===== src/rtl/sipo_deser_pkg.sv =====
// Shared definitions for the sipo_deser receive deserializer.
//   state_t      : framing FSM states (HUNT waits for frame_start, SHIFT collects bits)
//   count_width  : width of a counter able to hold the values 0..w
package sipo_deser_pkg;

    typedef enum logic {
        HUNT  = 1'b0,
        SHIFT = 1'b1
    } state_t;

    function automatic int count_width(input int w);
        return $clog2(w + 1);
    endfunction

endpackage


===== src/rtl/sipo_hold_reg.sv =====
// One-entry holding register between the deserializer and the parallel consumer.
// Ports:
//   clk, reset   : rising-edge clock, synchronous active-high reset
//   load, word   : a completed word is offered this cycle
//   data_out     : held word
//   data_valid   : holding register is full
//   data_ready   : consumer accepts when data_valid is high
//   overrun      : sticky, set when a completed word had to be dropped
//   overrun_clr  : clears overrun (a simultaneous new overrun wins)
module sipo_hold_reg #(
    parameter int unsigned WIDTH = 16
) (
    input  logic             clk,
    input  logic             reset,
    input  logic             load,
    input  logic [WIDTH-1:0] word,
    output logic [WIDTH-1:0] data_out,
    output logic             data_valid,
    input  logic             data_ready,
    output logic             overrun,
    input  logic             overrun_clr
);

    logic accept;
    logic drop;

    assign accept = data_valid & data_ready;
    // A word arriving while the register is full and not being read is lost.
    assign drop   = load & data_valid & ~data_ready;

    always_ff @(posedge clk) begin
        if (reset) begin
            data_out   <= '0;
            data_valid <= 1'b0;
        end else if (load && !drop) begin
            data_out   <= word;
            data_valid <= 1'b1;
        end else if (accept) begin
            data_valid <= 1'b0;
        end
    end

    always_ff @(posedge clk) begin
        if (reset) begin
            overrun <= 1'b0;
        end else if (drop) begin
            overrun <= 1'b1;
        end else if (overrun_clr) begin
            overrun <= 1'b0;
        end
    end

endmodule


===== src/rtl/sipo_deser.sv =====
// Serial-in, parallel-out receive deserializer with frame realignment.
// Ports:
//   clk, reset   : rising-edge clock, synchronous active-high reset
//   serial_in    : serial bit, sampled when bit_valid is high
//   bit_valid    : qualifies serial_in
//   frame_start  : current valid bit is bit 0 of a word
//   data_out     : holding-register word
//   data_valid   : holding register full
//   data_ready   : consumer accepts
//   overrun      : sticky dropped-word flag
//   overrun_clr  : clears overrun
//   bit_count    : bits collected in the current partial word
module sipo_deser
    import sipo_deser_pkg::*;
#(
    parameter int unsigned WIDTH     = 16,
    parameter bit          MSB_FIRST = 1'b1
) (
    input  logic                         clk,
    input  logic                         reset,
    input  logic                         serial_in,
    input  logic                         bit_valid,
    input  logic                         frame_start,
    output logic [WIDTH-1:0]             data_out,
    output logic                         data_valid,
    input  logic                         data_ready,
    output logic                         overrun,
    input  logic                         overrun_clr,
    output logic [$clog2(WIDTH+1)-1:0]   bit_count
);

    localparam int CW = count_width(int'(WIDTH));

    state_t           state, state_next;
    logic [CW-1:0]    count, count_next;
    logic [WIDTH-1:0] shreg, shreg_next, shifted;
    logic             word_done;

    always_comb begin
        if (MSB_FIRST) begin
            shifted = {shreg[WIDTH-2:0], serial_in};
        end else begin
            shifted = {serial_in, shreg[WIDTH-1:1]};
        end
    end

    always_comb begin
        state_next = state;
        count_next = count;
        shreg_next = shreg;
        word_done  = 1'b0;
        if (bit_valid) begin
            if (frame_start) begin
                // Stale partial bits need no clearing: they are shifted out
                // before the realigned word completes.
                state_next = SHIFT;
                count_next = CW'(1);
                shreg_next = shifted;
            end else if (state == SHIFT) begin
                shreg_next = shifted;
                if (count == CW'(WIDTH - 1)) begin
                    count_next = '0;
                    word_done  = 1'b1;
                end else begin
                    count_next = count + CW'(1);
                end
            end
        end
    end

    always_ff @(posedge clk) begin
        if (reset) begin
            state <= HUNT;
            count <= '0;
            shreg <= '0;
        end else begin
            state <= state_next;
            count <= count_next;
            shreg <= shreg_next;
        end
    end

    assign bit_count = count;

    sipo_hold_reg #(
        .WIDTH(WIDTH)
    ) u_hold (
        .clk        (clk),
        .reset      (reset),
        .load       (word_done),
        .word       (shreg_next),
        .data_out   (data_out),
        .data_valid (data_valid),
        .data_ready (data_ready),
        .overrun    (overrun),
        .overrun_clr(overrun_clr)
    );

endmodule


===== config.mk =====
export PLATFORM = sky130hd
export DESIGN_NAME = sipo_deser
export DESIGN_NICKNAME = d
export VERILOG_FILES = /design/src/rtl/sipo_deser_pkg.sv /design/src/rtl/sipo_hold_reg.sv /design/src/rtl/sipo_deser.sv
export SDC_FILE = /design/constraint.sdc
export NUM_CORES = 1
export LEC_CHECK = 0
export BUFFER_PORTS_ARGS = -buffer_cell sky130_fd_sc_hd__clkbuf_2
export CORE_MARGIN = 1.5
export CORE_UTILIZATION = 49
export DETAILED_ROUTE_END_ITERATION = 7
export MAX_ROUTING_LAYER = met4
export PLACE_DENSITY = 0.77
export SETUP_SLACK_MARGIN = 0.3
export SYNTH_ARGS = -nofsm -noshare
export SYNTH_HDL_FRONTEND = slang
export SYNTH_HIERARCHICAL = 1
export SYNTH_SLANG_ARGS = --single-unit
export TNS_END_PERCENT = 20

===== constraint.sdc =====
create_clock -name clk -period 1.5 [get_ports clk]
set_input_delay 0.3 -clock clk [delete_from_list [all_inputs] [get_ports clk]]
set_output_delay 0.3 -clock clk [all_outputs]
set_load 0.03 [all_outputs]

After elaboration in Yosys (flattened, before gate mapping):

Index checks and enable logic that the tools add are counted.

* word-level logic and storage cells: 33
* output and inout port bits: 23
* register bits after elaboration: 40
* input bits: 7

* eq/ne operators: 1
* $add $sub $neg: 1
* bitwise gates (word level): 4
* reduce and logical (&&, ||, !) cells: 7
* muxes and demuxes: 14

Operator list (number)
* 2-to-1 mux 16 bit: 3
* 2-to-1 mux 5 bit: 3
* 2-to-1 mux 1 bit: 8
* nonzero test 2 bit: 3
* adder 5 x 1 -> 5 bit, second input constant: 1
* == test 5 x 4 -> 1 bit, second input constant: 1
* AND reduction 2 bit: 2
* bitwise AND 1 bit: 3
* logical AND 1 bit: 1
* zero test 1 bit: 1
* NOT 1 bit: 1

Depth between registers and ports, before layout:

Gate-level depths: netlist (run 1).

* depth in word-level cells: 10
* gate-level depth with buffers: 7
* mapped depth without buffers: 5

Modules after synthesis:

The synthesis (run 1) kept the hierarchy.

By module, submodules not included
* sipo_deser: instances 1, seq. area each 440.4 um^2, area an instance 970.9 um^2, cells each 83
* sipo_hold_reg: instances 1, seq. area each 360.3 um^2, area an instance 808.3 um^2, cells each 78

Worst setup path before layout (run 1):

No wires, ideal clock.

* path kind: register to register
* from: register count[1] (netlist: bit_count[1])
* to: register u_hold.data_out[0]
* cell stages (with the launch flop): 8
* required time: 1.428 ns
* clock period less this slack: 1.815 ns
* arrival time: 1.743 ns
* buffers on the path: 2
* library setup time: 0.072 ns
* setup slack: -0.315 ns
* cells stage by stage: dfxtp_1 > ha_1 > nand4b_1 > nor2b_1 > nor2b_2 > buf_6 > buf_12 > mux2i_1

* word-level cells in the longest chain between the ends: 9

RTL lines
* start, declared: line sipo_deser.sv:35 `logic [CW-1:0] count, count_next;`
* start signal, assigned: line sipo_deser.sv:78 `count <= count_next;`
* == test 5 x 4 -> 1 bit *: line sipo_deser.sv:61 `if (count == CW'(WIDTH - 1)) begin`
* 2-to-1 mux 1 bit *: line sipo_deser.sv:61
* 2-to-1 mux 1 bit *: line sipo_deser.sv:59 `end else if (state == SHIFT) begin`
* 2-to-1 mux 1 bit *: line sipo_deser.sv:53 `if (frame_start) begin`
* 2-to-1 mux 1 bit *: line sipo_deser.sv:52 `if (bit_valid) begin`
* named net word_done: line sipo_deser.sv:37 `logic word_done;`
* bitwise AND 1 bit (2 in a row): line sipo_hold_reg.sv:29 `assign drop = load & data_valid & ~data_ready;`
* zero test 1 bit: line sipo_hold_reg.sv:35 `end else if (load && !drop) begin`
* logical AND 1 bit *: line sipo_hold_reg.sv:35
* end signal, assigned: line sipo_hold_reg.sv:36 `data_out <= word;`
* end, declared: line sipo_hold_reg.sv:17 `output logic [WIDTH-1:0] data_out,`

The timed path passes the listed nets; every way through them passes the cells marked *.
A chain may end at the register's enable or synchronous reset.

Worst setup path after layout (run 1):

* from: register count[1] (netlist: bit_count[1])
* to: register count[1] (netlist: bit_count[1])

* word-level cells in the longest chain between the ends: 4
* elaborated cells on any way between the ends: 5
* those cells by class: 1 x add/sub; 1 x eq/ne; 3 x mux

RTL lines (line)
* adder 5 x 1 -> 5 bit or == test 5 x 4 -> 1 bit (tied branches): sipo_deser.sv:65, sipo_deser.sv:61
* 2-to-1 mux 5 bit *: sipo_deser.sv:61
* 2-to-1 mux 5 bit *: sipo_deser.sv:59
* 2-to-1 mux 5 bit *: sipo_deser.sv:53

Mark *: on every way between the ends. The rest lies on a longest branch, timed or not. The select of a mux whose other input is x is not followed.

==> run metrics, run 1 <==
post-layout util between 60% and 70%; final setup margin -0.0452 ns; worst setup path category reg2reg; Rel. slew slack 78.1%; slowest library cell on the worst path dfxtp_4; Yosys warnings 6; largest net degree at the start of global routing 39; grt total ovfl 0; die height 63.3 um; R2R depth 8; hold_ws ~0.24 ns; syn_area_per_cell about 11 um2; Final Non-Filler Cells between 200 and 300; WL final about 3600 um; Total GRT Usage 18.4%; hold path startpoint overrun_clr; ant diodes 0; CTS max path bufs 2; initial antenna violation count 0; internal power around 1.6 mW; Reg power frac 53.4%; fraction of registers with async set/reset 0%; Placed Instance Area approximately 2000 um2; later-pin clock latency in the skew report approximately 0.35 ns; CP top delay family buffers and inverters; first-pass GRT wire length 5520 um; ys flop type dfxtp_1; Worst-path clk slew 0.11 ns; reg-to-reg critical path endpoint bit_count[1]; Setup crit end kind flop; Post-synth EDFFs 0; worst path cell trace ha_4 > nand4b_1 > buf_4 > buf_4 > buf_4 > buf_4 > a32oi_1 > nor2_1; Clk network pwr share between 30% and 40%; most frequent CP cell buf_4; status finished, violations left; # rows 21; Vias approximately 1300; combinational share of power roughly 7%; Hold Path Sink u_hold/overrun; dpl cells ~240; DRT antenna net count 0; share of layout cells above drive strength 1 42.8%; CP max FO 3; pre-CTS WS -0.0525 ns; instance count on the critical path 8; NetSw 426 uW; Synth area leaders dfxtp_1, nand2b_1, mux2i_1; htree depth 2; die span in x about 63 um; Synth Cell Area 1780 um2; die area approximately 4000 um2; CP Data Arrival Time ~1.8 ns; Synth Register Bits 40; residual DRC count 0; Synthesized Nets ~170; I/O pins 30; CP Buf/Inv Count 4; VDD IR max ~0.00054 V; internal reg-to-reg setup slack -0.05 ns; commonest non-fill, non-tap cell in the layout dfxtp_1; max_cap viols 0; Setup TNS -0.254 ns; sequential area share after synthesis between 40% and 50%; post-DR wirelength/cell roughly 14 um; RSZ-0062 raised after global routing yes; Layout area overhead 33.9%; Max Clk Rate approximately 650 MHz; Pins Over Slew Limit 0; initial DRC count 42; CTS tree done; Slowest Stage Delay on Critical Path approximately 0.38 ns; Starting Density between 50% and 60%; WP data required approximately 1.7 ns; most frequent cells in the layout dfxtp_1, nand2b_1, buf_4; Leak 0.966 nW; I/O Buffers 29; Hold-fix buffers, CTS 0; min cycle time layout 1.55 ns; Final Hold Viols 0; first-pass iteration count of the detailed router 4; via/cell ratio between 5 and 6; vias in the first global route roughly 1300; TritonCTS Sinks 40; slew at the pin with the worst max-slew slack roughly 0.33 ns; core area about 3400 um2; distinct cell type count after synthesis 32; Root Driver clkbuf_4; Sw Share between 20% and 30%; Tightest Hold Check Type in2reg; fin nets ~220; GPL Wtd Cong between 0.7 and 0.8; Reg2Reg Launch Point bit_count[1]; worst clock skew 0.0140 ns; Final Power 2.00 mW; failing checks negative setup slack; CTS Buf Count 5; hpwl dp 2110 um; power density over the cells about 840 nW/um2; final critical-path share of the clock period 103%; Hold Path Depth 4; crit path launch type flop; leading area contributor after synthesis dfxtp_1; share of the synthesized area in the top cell type between 40 and 50%; Finished Cell Area between 2000 and 2500 um2; Final setup viols 15; Synth Instances 161
-- state kept, by name, indices dropped and copies added (netlist names) --
| register | cells |
|---|---|
| state | 1 |
| u_hold/overrun | 1 |
| u_hold/data_out | 16 |
| bit_count | 5 |
| shreg | 16 |
| u_hold/data_valid | 1 |
-- cell type report --
cell class                      count  area [um2]
Timing Repair Buffer               48         425
Fill cell                         266        1030
Multi-Input combinational cell    111         980
Inverter                            2        7.51
Clock inverter                      1        30.0
Sequential cell                    40         820
Tap cell                           46        57.6
Clock buffer                        6        62.6
-- layer usage --
layer,global-route usage [%],part of all wire (%),up-vias
met2,30.5,50,32
met4,10.3,1.5,0
met3,3.39,4.1,7
li1,-,-,632
met5,-,0,-
met1,21.0,44,601
-- worst max path at each step --
stage,from,to,slack (ns)
floorplan,bit_count[0],u_hold/data_out[0],-0.07
global placement,bit_count[0],u_hold/data_out[5],0.06
detailed placement,frame_start,u_hold/data_out[7],-0.05
CTS,bit_count[1],u_hold/data_out[9],0.02
global route,bit_count[1],u_hold/data_out[2],-0.09
finish,bit_count[1],bit_count[1],-0.05
-- power groups by stage --
stage | logic, mW | registers, mW | clock network (mW)
after floorplan | 0.0742 | 1.10 | 0
after global placement | 0.117 | 1.10 | 0
after detailed placement | 0.121 | 1.10 | 0
after CTS | 0.126 | 1.07 | 0.818
after global routing | 0.154 | 1.07 | 0.857
final | 0.141 | 1.07 | 0.794
-- worst reg2reg max path, stage by stage (launching register included) --
cell and delay (ns):
dfxtp_4 0.38, ha_4 0.13, nand4b_1 0.17, buf_4 0.18, buf_4 0.12, buf_4 0.12, buf_4 0.13, a32oi_1 0.17
nor2_1 0.05
-- cell families after synthesis --
kind of cell             after synthesis  share of synthesized area [%]
XOR/XNOR                               1                          0.492
adder cells (fa/ha/maj)                1                          0.703
flip-flops                            40                           45.0
AO/OA/AOI/OAI                         10                           4.22
AND/OR/NAND/NOR                       67                           24.9
multiplexers                          32                           20.6
buffers and inverters                 10                           4.08
-- timing repair --
item                       CTS  global route
gates resized for setup      3            84
setup endpoints to repair   57            62
pin swaps                    1             8
buffers inserted             8             2
cloned                       1             0
-- cell usage after synthesis (2+ instances only) --
cell       n
and2b_1    4
inv_1      2
mux2_4     7
mux2_2     9
nand2b_1  32
dfxtp_1   40
nor2b_4    4
nor2_1     6
clkbuf_1   4
nor2b_1   11
nand2_1    3
a21oi_1    4
mux2i_1   16
Power figures use the tool's default switching activity.
==> inputs of run 2 (changes only) <==
GPL_TIMING_DRIVEN = 0   (was default)
==> run metrics, run 2 (same netlist as run 1, synthesis figures left out) <==
status finished clean; post-DR wirelength/cell ~15 um; GPL Wtd Cong around 0.73; most frequent cells in the layout dfxtp_1, nand2b_1, mux2_4; RSZ-0062 raised after global routing yes; share of layout cells above drive strength 1 between 40% and 50%; R2R depth 7; I/O pins 30; reg-to-reg critical path endpoint u_hold/data_out[8]; fin nets about 210; final setup margin ~0.0064 ns; met1 usage between 20% and 30%; initial DRC count 61; initial antenna violation count 0; ant diodes 0; WL final 3730 um; slew at the pin with the worst max-slew slack roughly 0.7 ns; met3 Track Usage GR approximately 3.4%; first-pass iteration count of the detailed router 4; CP Data Arrival Time about 1.8 ns; Starting Density 52.1%; Max Clk Rate roughly 670 MHz; Hold Path Sink u_hold/overrun; final critical-path share of the clock period between 90% and 100%; pre-CTS WS -0.282 ns; later-pin clock latency in the skew report 0.35 ns; largest net degree at the start of global routing 13; Slowest Stage Delay on Critical Path between 0.3 and 0.4 ns; residual DRC count 0; Setup crit end kind flop; Leak 0.957 nW; htree depth 2; internal reg-to-reg setup slack approximately 0.0064 ns; CP top delay family simple AND/OR/NAND/NOR gates; grt total ovfl 0; vias in the first global route approximately 1300; # rows 21; CP max FO 6; power density over the cells 779 nW/um2; Hold Path Depth 4; TritonCTS Sinks 40; Root Driver clkbuf_4; die span in x ~63 um; Vias about 1300; max_cap viols 0; CTS Buf Count 5; hpwl dp 2420 um; Layout area overhead 38.0%; worst clock skew 0.0130 ns; Fill cells approximately 240; Total GRT Usage ~20%; CTS tree done; DRT antenna net count 0; die area 4000 um2; Worst-path clk slew about 0.12 ns; crit path launch type flop; Pins Over Slew Limit 0; CTS max path bufs 2; hold_ws about 0.25 ns; WP data required 1.79 ns; worst setup path category reg2reg; CP Buf/Inv Count 2; Seq. cell area approximately 800 um2; Tightest Hold Check Type in2reg; min cycle time layout approximately 1.5 ns; hold path startpoint overrun_clr; Final Hold Viols 0; VDD IR max roughly 0.00052 V; footprint of the multi-input gates just over 1000 um2; Final setup viols 0; busiest grt layer met2; I/O Buffers 29; GR met2 Demand/Resource around a third; first-pass GRT wire length between 6000 and 7000 um; slowest library cell on the worst path dfxtp_4; worst path cell trace ha_4 > nand4b_1 > nor2b_2 > nor2b_4 > buf_6 > buf_12 > mux2i_4; Reg2Reg Launch Point bit_count[0]; Rel. slew slack between 50% and 60%; via/cell ratio ~5.1; die height between 60 and 70 um; core area between 3000 and 4000 um2
## run 2: changes by cell type in the layout (fill, tap and decap cells not counted), sizes merged
cell	change
clkbuf	+6
clkinv	+1
buf	-8
## run 2: cell type report
cell class                 instances  area share [%]
multi-input combinational        111            42.2
sequential                        40            33.5
timing repair buffer              38            15.8
buffer                             8            2.70
tap                               46            2.34
clock buffer                       6            1.68
clock inverter                     2            1.43
inverter                           2           0.306
## run 2: per-stage QoR
stage / utilization (%) / instances / area [um2] / setup TNS (ns) / power [mW]
floorplan: - / 161 / 1800 / -0.697 / 1.18
global placement: 58.7 / 236 / 2000 / -2.44 / 1.21
detailed placement: 58.7 / 236 / 2000 / -3.67 / 1.21
CTS: 69.3 / 253 / 2370 / -0.0106 / 1.92
global route: 71.9 / 253 / 2450 / -0.753 / 1.99
finish: 71.9 / 253 / 2450 / 0 / 1.91
## run 2: repair_timing
action / CTS / global route
setup endpoints to repair: 57 / 60
cloned: 1 / 0
buffers inserted: 8 / 0
hold buffers: 0 / 0
gates resized for setup: 52 / 36
pin swaps: 5 / 8
## run 2: layer usage
layer,vias up,share of wire [%]
met1,622,43
met5,-,0
met2,22,53
met3,6,3.0
li1,630,-
met4,0,1.3
## run 2: report_power, final
| part | switching (mW) | internal, mW |
|---|---|---|
| registers | 0.00760 | 1.06 |
| logic | 0.0764 | 0.0703 |
| clock network | 0.346 | 0.350 |
| total | 0.430 | 1.48 |
## run 2: worst max-delay path by stage
stage	slack, ns	from	end	cells past startpoint
global placement	-0.18	frame_start	u_hold/data_out[13]	7
CTS	-0.01	bit_count[1]	u_hold/data_out[6]	7
detailed placement	-0.28	frame_start	u_hold/data_out[6]	7
floorplan	-0.07	bit_count[0]	u_hold/data_out[0]	7
finish	0.006	bit_count[0]	u_hold/data_out[8]	7
global route	-0.07	bit_count[1]	u_hold/data_out[8]	7
## run 2: worst min-delay path, cell delays in order
cell and delay (ns):
clkbuf_2 0.08, nor2b_1 0.04, a21oi_2 0.09, nor2_1 0.04
==> inputs of run 3 (changes only) <==
CORE_ASPECT_RATIO = 0.5   (was default)
==> run metrics, run 3 (same netlist as run 1, synthesis figures left out) <==
status finished, violations left; failing checks negative setup slack; post-DR wirelength/cell between 10 and 15 um; met3 routed WL around 150 um; Placed Instance Area slightly above 2000 um2; initial DRC count 38; NetSw a little under 500 uW; CTS tree done; RSZ-0062 raised after global routing yes; Setup crit end kind flop; TritonCTS Sinks 40; internal power 1.62 mW; die span in x between 80 and 90 um; Reg power frac around half; CTS max path bufs 2; Clk network pwr share a little over two fifths; Tightest Hold Check Type in2reg; Max Clk Rate about 660 MHz; final critical-path share of the clock period 102%; largest net degree at the start of global routing 15; slew at the pin with the worst max-slew slack 0.538 ns; Sw Share around 23%; Final Power around 2.1 mW; Rel. slew slack 64.1%; commonest non-fill, non-tap cell in the layout dfxtp_1; Total GRT Usage 19.6%; WL met2 approximately 1600 um; initial antenna violation count 0; post-layout util around 64%; Final Hold Viols 0; # rows 15; most frequent cells in the layout dfxtp_1, nand2b_1, clkbuf_2; grt total ovfl 0; Hold-fix buffers, CTS 0; I/O Buffers 29; via/cell ratio just under 5; hpwl dp ~2300 um; M1 WL about 1700 um; share of layout cells above drive strength 1 37.3%; combinational share of power under 10%; htree depth 2; CTS Buf Count 5; GPL Wtd Cong 0.796; VDD IR max 0.000573 V; WL final approximately 3500 um; min cycle time layout ~1.5 ns; later-pin clock latency in the skew report roughly 0.30 ns; Finished Cell Area between 2000 and 2500 um2; Setup TNS -0.135 ns; ant diodes 0; worst clock skew about 0.011 ns; Final setup viols 10; die height between 40 and 50 um; Pins Over Slew Limit 0; max_cap viols 0; CP max FO 5; worst setup path category reg2reg; Final Non-Filler Cells between 200 and 300; vias in the first global route 1147; crit path launch type flop; die area 4020 um2; Root Driver clkbuf_8; power density over the cells around 950 nW/um2; Starting Density between 50% and 60%; final setup margin -0.0249 ns; Worst-path clk slew 0.09 ns; residual DRC count 0; WP data required around 1.7 ns; top layer used by detailed routing met4; first-pass iteration count of the detailed router 4; dpl cells around 240; Vias around 1200; fin nets approximately 210; Leak between 0.8 and 0.9 nW; Layout area overhead 24.5%; CP Data Arrival Time around 1.8 ns; DRT antenna net count 0; core area 3450 um2; first-pass GRT wire length 5420 um; I/O pins 30
==> run 3: cell count changes in the layout (fill, tap and decap cells not counted), sizes merged <==
cell | before | now
buf | 26 | 14
clkbuf | 26 | 34
clkinv | 1 | 0
clkinvlp | 0 | 1
inv | 2 | 3
==> run 3: power by group through the flow <==
stage | Clock [mW] | Combinational [mW] | Sequential (mW)
floorplan | 0 | 0.0742 | 1.10
global placement | 0 | 0.110 | 1.10
detailed placement | 0 | 0.113 | 1.10
CTS | 0.925 | 0.114 | 1.07
global route | 0.961 | 0.124 | 1.08
finish | 0.912 | 0.115 | 1.07
==> run 3: metrics by stage <==
step	setup WS [ns]	hold slack [ns]
3_3_place_gp	-0.198	0.460
3_5_place_dp	-0.233	0.461
4_1_cts	-0.0277	0.307
2_1_floorplan	-0.0697	0.372
5_1_grt	-0.150	0.334
6_report	-0.0249	0.323
==> run 3: area by class of cell <==
| type | count | area [um2] |
|---|---|---|
| clock inverters | 3 | 46.3 |
| plain buffers | 8 | 65.1 |
| clock buffers | 5 | 68.8 |
| repair buffers | 35 | 225 |
| flip-flops and latches | 40 | 812 |
| well taps | 51 | 63.8 |
| fillers | 306 | 1240 |
| inverters | 2 | 7.51 |
| multi-input cells | 111 | 926 |
==> run 3: final timing paths <==
kind	from	endpoint	slack, ns	cells after the start
worst min-delay path	data_ready	u_hold/data_valid	0.32	4
worst max-delay path	bit_count[1]	u_hold/data_out[15]	-0.02	7
worst max register to register	bit_count[1]	u_hold/data_out[15]	-0.02	7
worst min register to register	u_hold/data_out[2]	u_hold/data_out[2]	0.47	2
==> run 3: timing repair <==
item,CTS,global route
pin swaps,2,3
gates cloned,0,1
hold endpoints to repair,0,0
endpoints found under the setup margin,36,44
gates resized for setup,2,10
buffers inserted,4,1
==> run 3: critical path: stages, from the launching register on <==
cell and delay (ns):
dfxtp_4 0.38, ha_4 0.13, nand4b_1 0.15, nor2b_2 0.18
nor2b_4 0.16, buf_6 0.15, clkbuf_16 0.15, mux2i_1 0.16
==> run 3: metal layers <==
metal / GRT usage [%] / vias to the layer above
met2: 31.1 / 27
met3: 5.98 / 6
met5: - / -
met1: 23.3 / 583
met4: 8.75 / 0
li1: - / 625
